--- config.mk ---
export PLATFORM = sky130hd
export DESIGN_NAME = pwm_multi_channel
export DESIGN_NICKNAME = d
export VERILOG_FILES = /design/src/rtl/pwm_multi_channel.sv
export SDC_FILE = /design/constraint.sdc
export NUM_CORES = 1
export LEC_CHECK = 0
export CAP_MARGIN = 25
export CORE_ASPECT_RATIO = 1.75
export CORE_MARGIN = 4
export CORE_UTILIZATION = 50
export CTS_CLUSTER_SIZE = 40
export DETAILED_ROUTE_END_ITERATION = 10
export HOLD_SLACK_MARGIN = 0.06
export PLACE_DENSITY = 0.71
export SLEW_MARGIN = 0
export SYNTH_ARGS = -nofsm -noshare
export SYNTH_HDL_FRONTEND = slang
export SYNTH_SLANG_ARGS = --single-unit
--- constraint.sdc ---
create_clock -name i_clk -period 5.8 [get_ports i_clk]
set_input_delay 0.87 -clock i_clk [delete_from_list [all_inputs] [get_ports i_clk]]
set_output_delay 0.87 -clock i_clk [all_outputs]
set_load 0.03 [all_outputs]
--- src/rtl/pwm_multi_channel.sv ---
// Multi-channel PWM generator: one shared prescaled timebase (edge or center aligned), per-channel duty compare.
// Latency: pwm_output is registered and lags the counter by one clk; period_end pulses the clk after a boundary tick.
// Backpressure: none; load is a strobe into a single pending slot, applied atomically at the next period boundary.
module pwm_multi_channel #(
    parameter int CHANNELS        = 4,
    parameter int WORD_LENGTH     = 8,
    parameter int PRESCALE_LENGTH = 4
) (
    input  logic                            i_clk,
    input  logic                            i_reset,
    input  logic                            i_start,
    input  logic [PRESCALE_LENGTH-1:0]      i_prescale,
    input  logic [WORD_LENGTH-1:0]          i_period,
    input  logic [CHANNELS*WORD_LENGTH-1:0] i_duty,
    input  logic                            i_center_mode,
    input  logic                            i_load,
    output logic [CHANNELS-1:0]             o_pwm_output,
    output logic                            o_period_end,
    output logic                            o_load_pending
);

    // One complete timebase configuration; pending and active copies share this layout
    typedef struct packed {
        logic                            center;
        logic [PRESCALE_LENGTH-1:0]      prescale;
        logic [WORD_LENGTH-1:0]          period;
        logic [CHANNELS*WORD_LENGTH-1:0] duty;
    } cfg_t;

    typedef enum logic {
        ST_IDLE = 1'b0,
        ST_RUN  = 1'b1
    } state_t;

    typedef enum logic {
        DIR_UP   = 1'b0,
        DIR_DOWN = 1'b1
    } dir_t;

    localparam logic [WORD_LENGTH-1:0]     CNT_ONE = WORD_LENGTH'(1);
    localparam logic [PRESCALE_LENGTH-1:0] PRE_ONE = PRESCALE_LENGTH'(1);

    // FSM
    state_t r_state;
    state_t w_state_nxt;
    logic   w_run;

    // Timebase
    logic [PRESCALE_LENGTH-1:0] r_pre;
    logic [WORD_LENGTH-1:0]     r_cnt;
    dir_t                       r_dir;
    logic                       w_tick;
    logic [WORD_LENGTH-1:0]     w_cnt_nxt;
    dir_t                       w_dir_nxt;
    logic                       w_boundary;

    // Settings
    cfg_t w_cfg_in;
    cfg_t r_cfg_pend;
    cfg_t r_cfg_act;
    logic r_load_pending;

    // Outputs
    logic [CHANNELS-1:0] w_cmp;
    logic [CHANNELS-1:0] r_pwm;
    logic                r_period_end;

    assign w_cfg_in = '{center:   i_center_mode,
                        prescale: i_prescale,
                        period:   i_period,
                        duty:     i_duty};

    // State register
    always_ff @(posedge i_clk or negedge i_reset) begin
        if (!i_reset) begin
            r_state <= ST_IDLE;
        end else begin
            r_state <= w_state_nxt;
        end
    end

    // Next state; w_run marks an edge on which the timebase actually advances.
    // A RUN cycle with start low behaves like IDLE so the abort is immediate.
    always_comb begin
        w_state_nxt = r_state;
        w_run       = 1'b0;
        case (r_state)
            ST_IDLE: begin
                if (i_start) begin
                    w_state_nxt = ST_RUN;
                end
            end
            ST_RUN: begin
                if (i_start) begin
                    w_run = 1'b1;
                end else begin
                    w_state_nxt = ST_IDLE;
                end
            end
            default: begin
                w_state_nxt = ST_IDLE;
            end
        endcase
    end

    // Counter successor for the active mode; only consumed on a tick.
    // Returning to zero always re-arms the up direction, which also covers P changes at a boundary.
    always_comb begin
        w_tick    = w_run && (r_pre == r_cfg_act.prescale);
        w_cnt_nxt = r_cnt;
        w_dir_nxt = r_dir;
        if (!r_cfg_act.center) begin
            w_cnt_nxt = (r_cnt >= r_cfg_act.period) ? '0 : (r_cnt + CNT_ONE);
        end else if (r_dir == DIR_UP) begin
            if (r_cnt >= r_cfg_act.period) begin
                w_cnt_nxt = (r_cfg_act.period == '0) ? '0 : (r_cfg_act.period - CNT_ONE);
                w_dir_nxt = DIR_DOWN;
            end else begin
                w_cnt_nxt = r_cnt + CNT_ONE;
            end
        end else begin
            w_cnt_nxt = (r_cnt == '0) ? '0 : (r_cnt - CNT_ONE);
        end
        if (w_cnt_nxt == '0) begin
            w_dir_nxt = DIR_UP;
        end
        w_boundary = w_tick && (w_cnt_nxt == '0);
    end

    // Prescaler, counter and direction; all cleared whenever the timebase is not running
    always_ff @(posedge i_clk or negedge i_reset) begin
        if (!i_reset) begin
            r_pre <= '0;
            r_cnt <= '0;
            r_dir <= DIR_UP;
        end else if (!w_run) begin
            r_pre <= '0;
            r_cnt <= '0;
            r_dir <= DIR_UP;
        end else if (w_tick) begin
            r_pre <= '0;
            r_cnt <= w_cnt_nxt;
            r_dir <= w_dir_nxt;
        end else begin
            r_pre <= r_pre + PRE_ONE;
        end
    end

    // Unsigned per-channel compare against the active duty values
    always_comb begin
        w_cmp = '0;
        for (int i = 0; i < CHANNELS; i++) begin
            w_cmp[i] = (r_cnt < r_cfg_act.duty[i*WORD_LENGTH +: WORD_LENGTH]);
        end
    end

    // Registered waveforms and boundary pulse; forced low outside RUN
    always_ff @(posedge i_clk or negedge i_reset) begin
        if (!i_reset) begin
            r_pwm        <= '0;
            r_period_end <= 1'b0;
        end else if (!w_run) begin
            r_pwm        <= '0;
            r_period_end <= 1'b0;
        end else begin
            r_pwm        <= w_cmp;
            r_period_end <= w_boundary;
        end
    end

    // Pending slot always follows a load strobe, in any state
    always_ff @(posedge i_clk or negedge i_reset) begin
        if (!i_reset) begin
            r_cfg_pend <= '0;
        end else if (i_load) begin
            r_cfg_pend <= w_cfg_in;
        end
    end

    // Active settings: transparent to loads while idle, swapped only at a boundary while running.
    // A load on the boundary edge lands in pending, so the swap uses the previous capture.
    always_ff @(posedge i_clk or negedge i_reset) begin
        if (!i_reset) begin
            r_cfg_act <= '0;
        end else if (!w_run) begin
            r_cfg_act <= i_load ? w_cfg_in : r_cfg_pend;
        end else if (w_boundary && r_load_pending) begin
            r_cfg_act <= r_cfg_pend;
        end
    end

    // Pending flag: set by a load while running, cleared by the boundary that consumes it
    always_ff @(posedge i_clk or negedge i_reset) begin
        if (!i_reset) begin
            r_load_pending <= 1'b0;
        end else if (!w_run) begin
            r_load_pending <= 1'b0;
        end else if (i_load) begin
            r_load_pending <= 1'b1;
        end else if (w_boundary) begin
            r_load_pending <= 1'b0;
        end
    end

    assign o_pwm_output   = r_pwm;
    assign o_period_end   = r_period_end;
    assign o_load_pending = r_load_pending;

endmodule

Word-level counts from Yosys, hierarchy flattened

Cells that the tools add are included.
Widths: inputs -> output; s select.

Memories: 0
Memory bits (writable): 0
Bits in registers: 110
Logic and storage cells: 62
Bits in latches: 0
Bits in read-only memories: 0
Output and inout bits: 6
Input bits: 49

$lt $le $gt $ge: 5
Divide/modulo/power cells: 0
Equality and inequality tests: 5
Bitwise operators: 0
Muxes and demuxes: 26
Reductions and logical operators: 7
Add/sub/neg operators: 4
Shift operators: 0
$mul: 0

Operators by type and width:

| kind                | number |
|---|---|
| $mux 45             | 3 |
| $mux 8              | 8 |
| $lt 8x8->1          | 4 |
| $logic_not 8->1     | 3 |
| $sub 8x1->8 const B | 2 |
| $mux 1              | 12 |
| $mux 4              | 3 |
| $add 8x1->8 const B | 1 |
| $ge 8x8->1          | 1 |
| $add 4x1->4 const B | 1 |
| $eq 4x4->1          | 1 |
| $ne 2x1->1 const B  | 2 |
| $logic_and 1x1->1   | 3 |
| $ne 3x1->1 const B  | 1 |
| $ne 3x2->1 const B  | 1 |
| $reduce_and 2->1    | 1 |

Logic depth before layout (Yosys ltp)

Word-level depth: 10
Gate-level depth with buffers: 13
Depth with buffers taken out: 10

Worst setup path after synthesis

OpenSTA, ideal clock, no wires.

Path type: register to register
Start: register r_cnt[0]
End: register r_cfg_act[10] (netlist name)
Path slack: 2,223 ps
Required time: 5,677 ps
Cell stages (with the launch flop): 14
Period minus slack after synthesis: 3,577 ps
Arrival: 3,454 ps
Setup time: 123 ps
Path buffers: 3
Path through: dfrtp_1 -> clkbuf_1 -> inv_1 -> ha_1 -> nand2b_1 -> a2111oi_2 -> o21ai_0 -> a211oi_1 -> a2bb2oi_2 -> nand4_2 -> o41a_1 -> buf_6 -> buf_8 -> o221a_1

Word-level cells in the longest chain between the ends: 8
Elaborated cells between the ends (all ways): 13
Those cells by class: add/sub (2); order compare (1); eq/ne (1); mux (5); reduce/logical (4)

RTL lines:

| what                                      | line     | RTL |
|---|---|---|
| from (decl)                               | 50       | `logic [WORD_LENGTH-1:0] r_cnt;` |
| from (signal assigned)                    | 142      | `r_cnt <= w_cnt_nxt;` |
| $add 8x1->8, or another cell as far along | 113, 119 |  |
| $mux 8, on equally long branches          | 115, 122 |  |
| $mux 8                                    | 114      | `end else if (r_dir == DIR_UP) begin` |
| $mux 8 (*)                                | 112      | `if (!r_cfg_act.center) begin` |
| $logic_not 8->1 (*)                       | 127      | `w_boundary = w_tick && (w_cnt_nxt == '0);` |
| $logic_and 1x1->1 (*)                     | 127      |  |
| $logic_and 1x1->1 (*)                     | 187      | `end else if (w_boundary && r_load_pending) begin` |
| $ne 2x1->1 (no line) (*)                  | n/a      |  |
| to (signal assigned)                      | 186      | `r_cfg_act <= i_load ? w_cfg_in : r_cfg_pend;` |
| to (signal assigned)                      | 188      | `r_cfg_act <= r_cfg_pend;` |
| to (decl)                                 | 60       | `cfg_t r_cfg_act;` |

Every way passes the cells marked *; elsewhere a longest branch is shown, timed or not.
A chain may end at the register's enable or synchronous reset.

Final worst setup path

Start: register r_cnt[0]
End: register r_cfg_act[41] (netlist name)

Same word-level chain as after synthesis.

==> results.md <==
- Worst Path Required: 6080 ps
- Iteration-0 DRC count of the detailed router: approximately 270
- Hold Path Class: reg -> reg
- Clock Skew: slightly above 9 ps
- Final GP Congestion: 0.9344
- Overall routed net length: 14,390 um
- Hold-fix buffers, CTS: 0
- CP Capture Point: r_cfg_act[41]
- DRC: 0
- Clk pwr share: 35.1%
- Die Area: 0.01431 mm2
- Async set-or-reset flop fraction in the synthesized netlist: 100.0%
- Synthesis Warnings: 0
- Final worst path period share: about 77%
- GRT Total Usage: between 20% and 30%
- Overall Power: approximately 0.0018 W
- Final min period: between 4000 and 5000 ps
- Fin. Hold Viols: 0
- Worst vdd ir: 0.1814 mV
- P_leak: between 3 and 4 nW
- CTS Buffer Depth: 2
- Finished Layout Cells: 750
- Syn Area/Cell: 11.56 um2
- Slew HR: between 30% and 40%
- Post-synth EDFFs: 0
- Crit Path Class: reg -> reg
- Initial antenna violation count: 0
- Critical path endpoint category: register
- Final TNS setup: 0 ps
- Synth Instances: 536
- Row cnt: 53
- # IOs: 55
- Logic pwr share: 15.8%
- Max FO, Critical Path: 32
- Unique cell type count in the Yosys netlist: 59
- Share of cells above drive strength 1: between 10 and 15%
- Sequential area share after synthesis: between 40 and 50%
- Final-stage net count: 671
- Initial core utilization: 51.35%
- Port Buffers: between 50 and 60
- Max-Cap Viols: 0
- F_max: 0.2244 GHz
- PwrDens: 255.1 mW/mm2
- Worst R2R Start: r_cnt[0]
- Crit path DAT: 4740 ps
- Flop pwr share: a little under 50%
- Critical path launch point type: register
- DRT antenna net count: 0
- Worst skew pair latency: 350 ps
- Postcts setup bufs: 0
- Setup-failing EPs final: 0
- DP Wirelength: between 10,000 and 15,000 um
- TritonCTS Buffers: 9
- Clock Pin Slew Worst Setup and Hold Paths: roughly 80 ps
- DR pass1 iterations: 4
- Pint: 0.001331 W
- Hold_ws: ~510 ps
- GR Overflow Total: 0
- Register-to-register setup slack: 1340 ps
- CTS root buf: clkbuf_16
- RSZ-0062 raised after global routing: false
- Vias: approximately 4,400
- Dpl cells: about 730
- Syn nets: ~630
- Worst r2r path cells: 11
- #FFs+latches synth: 110
- Fin util: 59.14%
- Post-synth top flop: dfrtp_1
- Largest net degree at the start of global routing: 61
- Area grow syn2layout: 15.18%
- R2r endpoint: r_cfg_act[41]
- Drt wl/cell: 19.19 um
- Mapped cell area: about 0.0062 mm2
- Vias per cell: 5.820
- Worst Setup SP: r_cnt[0]
- CTS tree: yes
- Psw: 0.0004904 W
- Die X: between 90 and 100 um
- Max-slew violation count: 0
- # resized after CTS: 0
- Status: finished clean
- Die H: 155.3 um
- Worst-Margin Slew: between 900 and 1000 ps
- Switching fraction of total power: around 27%
- # diodes: 0
- Clk sink count: between 100 and 150
- Core ar.: between 0.01 and 0.015 mm2
- H-tree depth: 3
- Number of global-route vias before repair: ~4,500
- First-pass GRT wire length: 23,400 um
## synth_stat cells, drive strengths merged, types with 2 or more instances
cell / count / share of area [%]
buf: 10 / 1.5
o21ai: 7 / 0.57
nand4: 2 / 0.30
o41ai: 2 / 0.89
nor4: 3 / 0.40
o221a: 45 / 8.2
xor2: 9 / 1.3
o21bai: 2 / 0.24
and3: 4 / 0.40
a21oi: 8 / 0.65
nand2b: 52 / 5.4
clkbuf: 18 / 1.1
inv: 44 / 2.7
o211ai: 6 / 0.73
nand3: 4 / 0.32
nand2: 9 / 0.55
nor3b: 2 / 0.24
and2: 4 / 0.40
a221oi: 2 / 0.28
a41oi: 2 / 0.28
o31a: 2 / 0.28
o21a: 2 / 0.24
nor3: 6 / 0.48
nor2: 17 / 1.0
a31oi: 2 / 0.20
xnor2: 5 / 0.71
o211a: 3 / 0.48
mux2: 47 / 8.5
a221o: 2 / 0.32
a211oi: 10 / 1.2
or4: 3 / 0.42
mux2i: 2 / 0.32
ha: 42 / 8.5
nor2b: 4 / 0.40
dfrtp: 110 / 44
a2bb2oi: 2 / 0.38
a21o: 25 / 3.0
o31ai: 6 / 0.95
## area by class of cell
type,count,area (um2)
timing repair buffer,61,585.6
clock inverter,6,76.32
inverter,44,165.2
sequential,110,2753
clock buffer,10,229.0
tap,165,206.4
multi-input combinational,354,3123
fill,1014,4931
## layer usage
metal | global-route usage [%] | share of wire [%] | vias to the layer above
met2 | 37.03 | 53 | 104
met5 | 0 | 0 | -
met4 | 11.76 | 4.8 | 0
li1 | - | - | 2065
met1 | 25.07 | 39 | 2157
met3 | 2.419 | 3.2 | 39
## critical path, stage by stage, from the launching register on
cell and delay (ps):
dfrtp_1 600, inv_1 190, ha_1 320, nand2b_1 150, a2111oi_2 500, o21a_1 330
nor3_1 140, a221oi_1 510, nand4_2 260, o31ai_4 640, buf_4 470, o221a_1 260
## cell usage in the layout (no fill, tap or decap), types with 3 or more instances in the layout
cell / netlist / layout
nand2b_1: 51 / 51
a211oi_1: 10 / 10
inv_1: 43 / 43
and2_1: 4 / 4
and3_1: 4 / 4
nor2_1: 17 / 17
nor3_1: 6 / 6
dfrtp_1: 110 / 110
clkdlybuf4s50_1: 0 / 52
buf_4: 0 / 8
nand2_1: 9 / 9
clkbuf_16: 0 / 9
o211a_1: 3 / 3
a21oi_1: 8 / 8
o31ai_1: 5 / 5
mux2_2: 47 / 47
o211ai_1: 6 / 6
a21o_1: 25 / 25
nor2b_1: 4 / 4
nand3_1: 4 / 4
xnor2_1: 5 / 5
ha_1: 42 / 42
xor2_1: 9 / 9
o21ai_0: 7 / 7
o221a_1: 45 / 45
## through the flow
step / worst slack (ps) / cell area (um2)
floorplan: 2223 / 6197
global placement: 1504 / 6833
detailed placement: 1396 / 6833
CTS: 1379 / 7138
global route: 984.5 / 7138
finish: 1344 / 7138
## sequential cells by signal, summed over array words and instances (netlist names)
register        count
o_load_pending      1
r_pre               4
r_cfg_pend         45
r_cfg_act          45
r_state             1
r_cnt               8
o_pwm_output        4
o_period_end        1
r_dir               1
## power groups by stage
stage                     Sequential [W]  Clock [W]  Combinational (W)
after CTS                       0.000896   0.000655           0.000292
after global placement          0.000909          0           0.000281
after global routing            0.000905   0.000684           0.000320
final                           0.000895   0.000638           0.000287
after detailed placement        0.000912          0           0.000290
after floorplan                 0.000895          0           0.000192
## worst min path at each step
stage                   start             end  cells after the start
2_1_floorplan        r_pre[0]        r_pre[0]                      1
4_1_cts        r_cfg_pend[35]  r_cfg_pend[35]                      1
3_5_place_dp   r_cfg_pend[39]  r_cfg_pend[39]                      1
3_3_place_gp   r_cfg_pend[43]  r_cfg_pend[43]                      1
5_1_grt        r_cfg_pend[32]  r_cfg_pend[32]                      1
6_report       r_cfg_pend[12]  r_cfg_pend[12]                      1
## logic make-up after synthesis
group           share of synthesized area (%)
compound gates                          19.75
simple gates                            11.23
flops                                   44.42
buf+inv                                 5.289
mux                                     8.863
fa+ha+maj                               8.480
xor+xnor                                1.979
No activity file was read; power rests on OpenSTA's default activity.
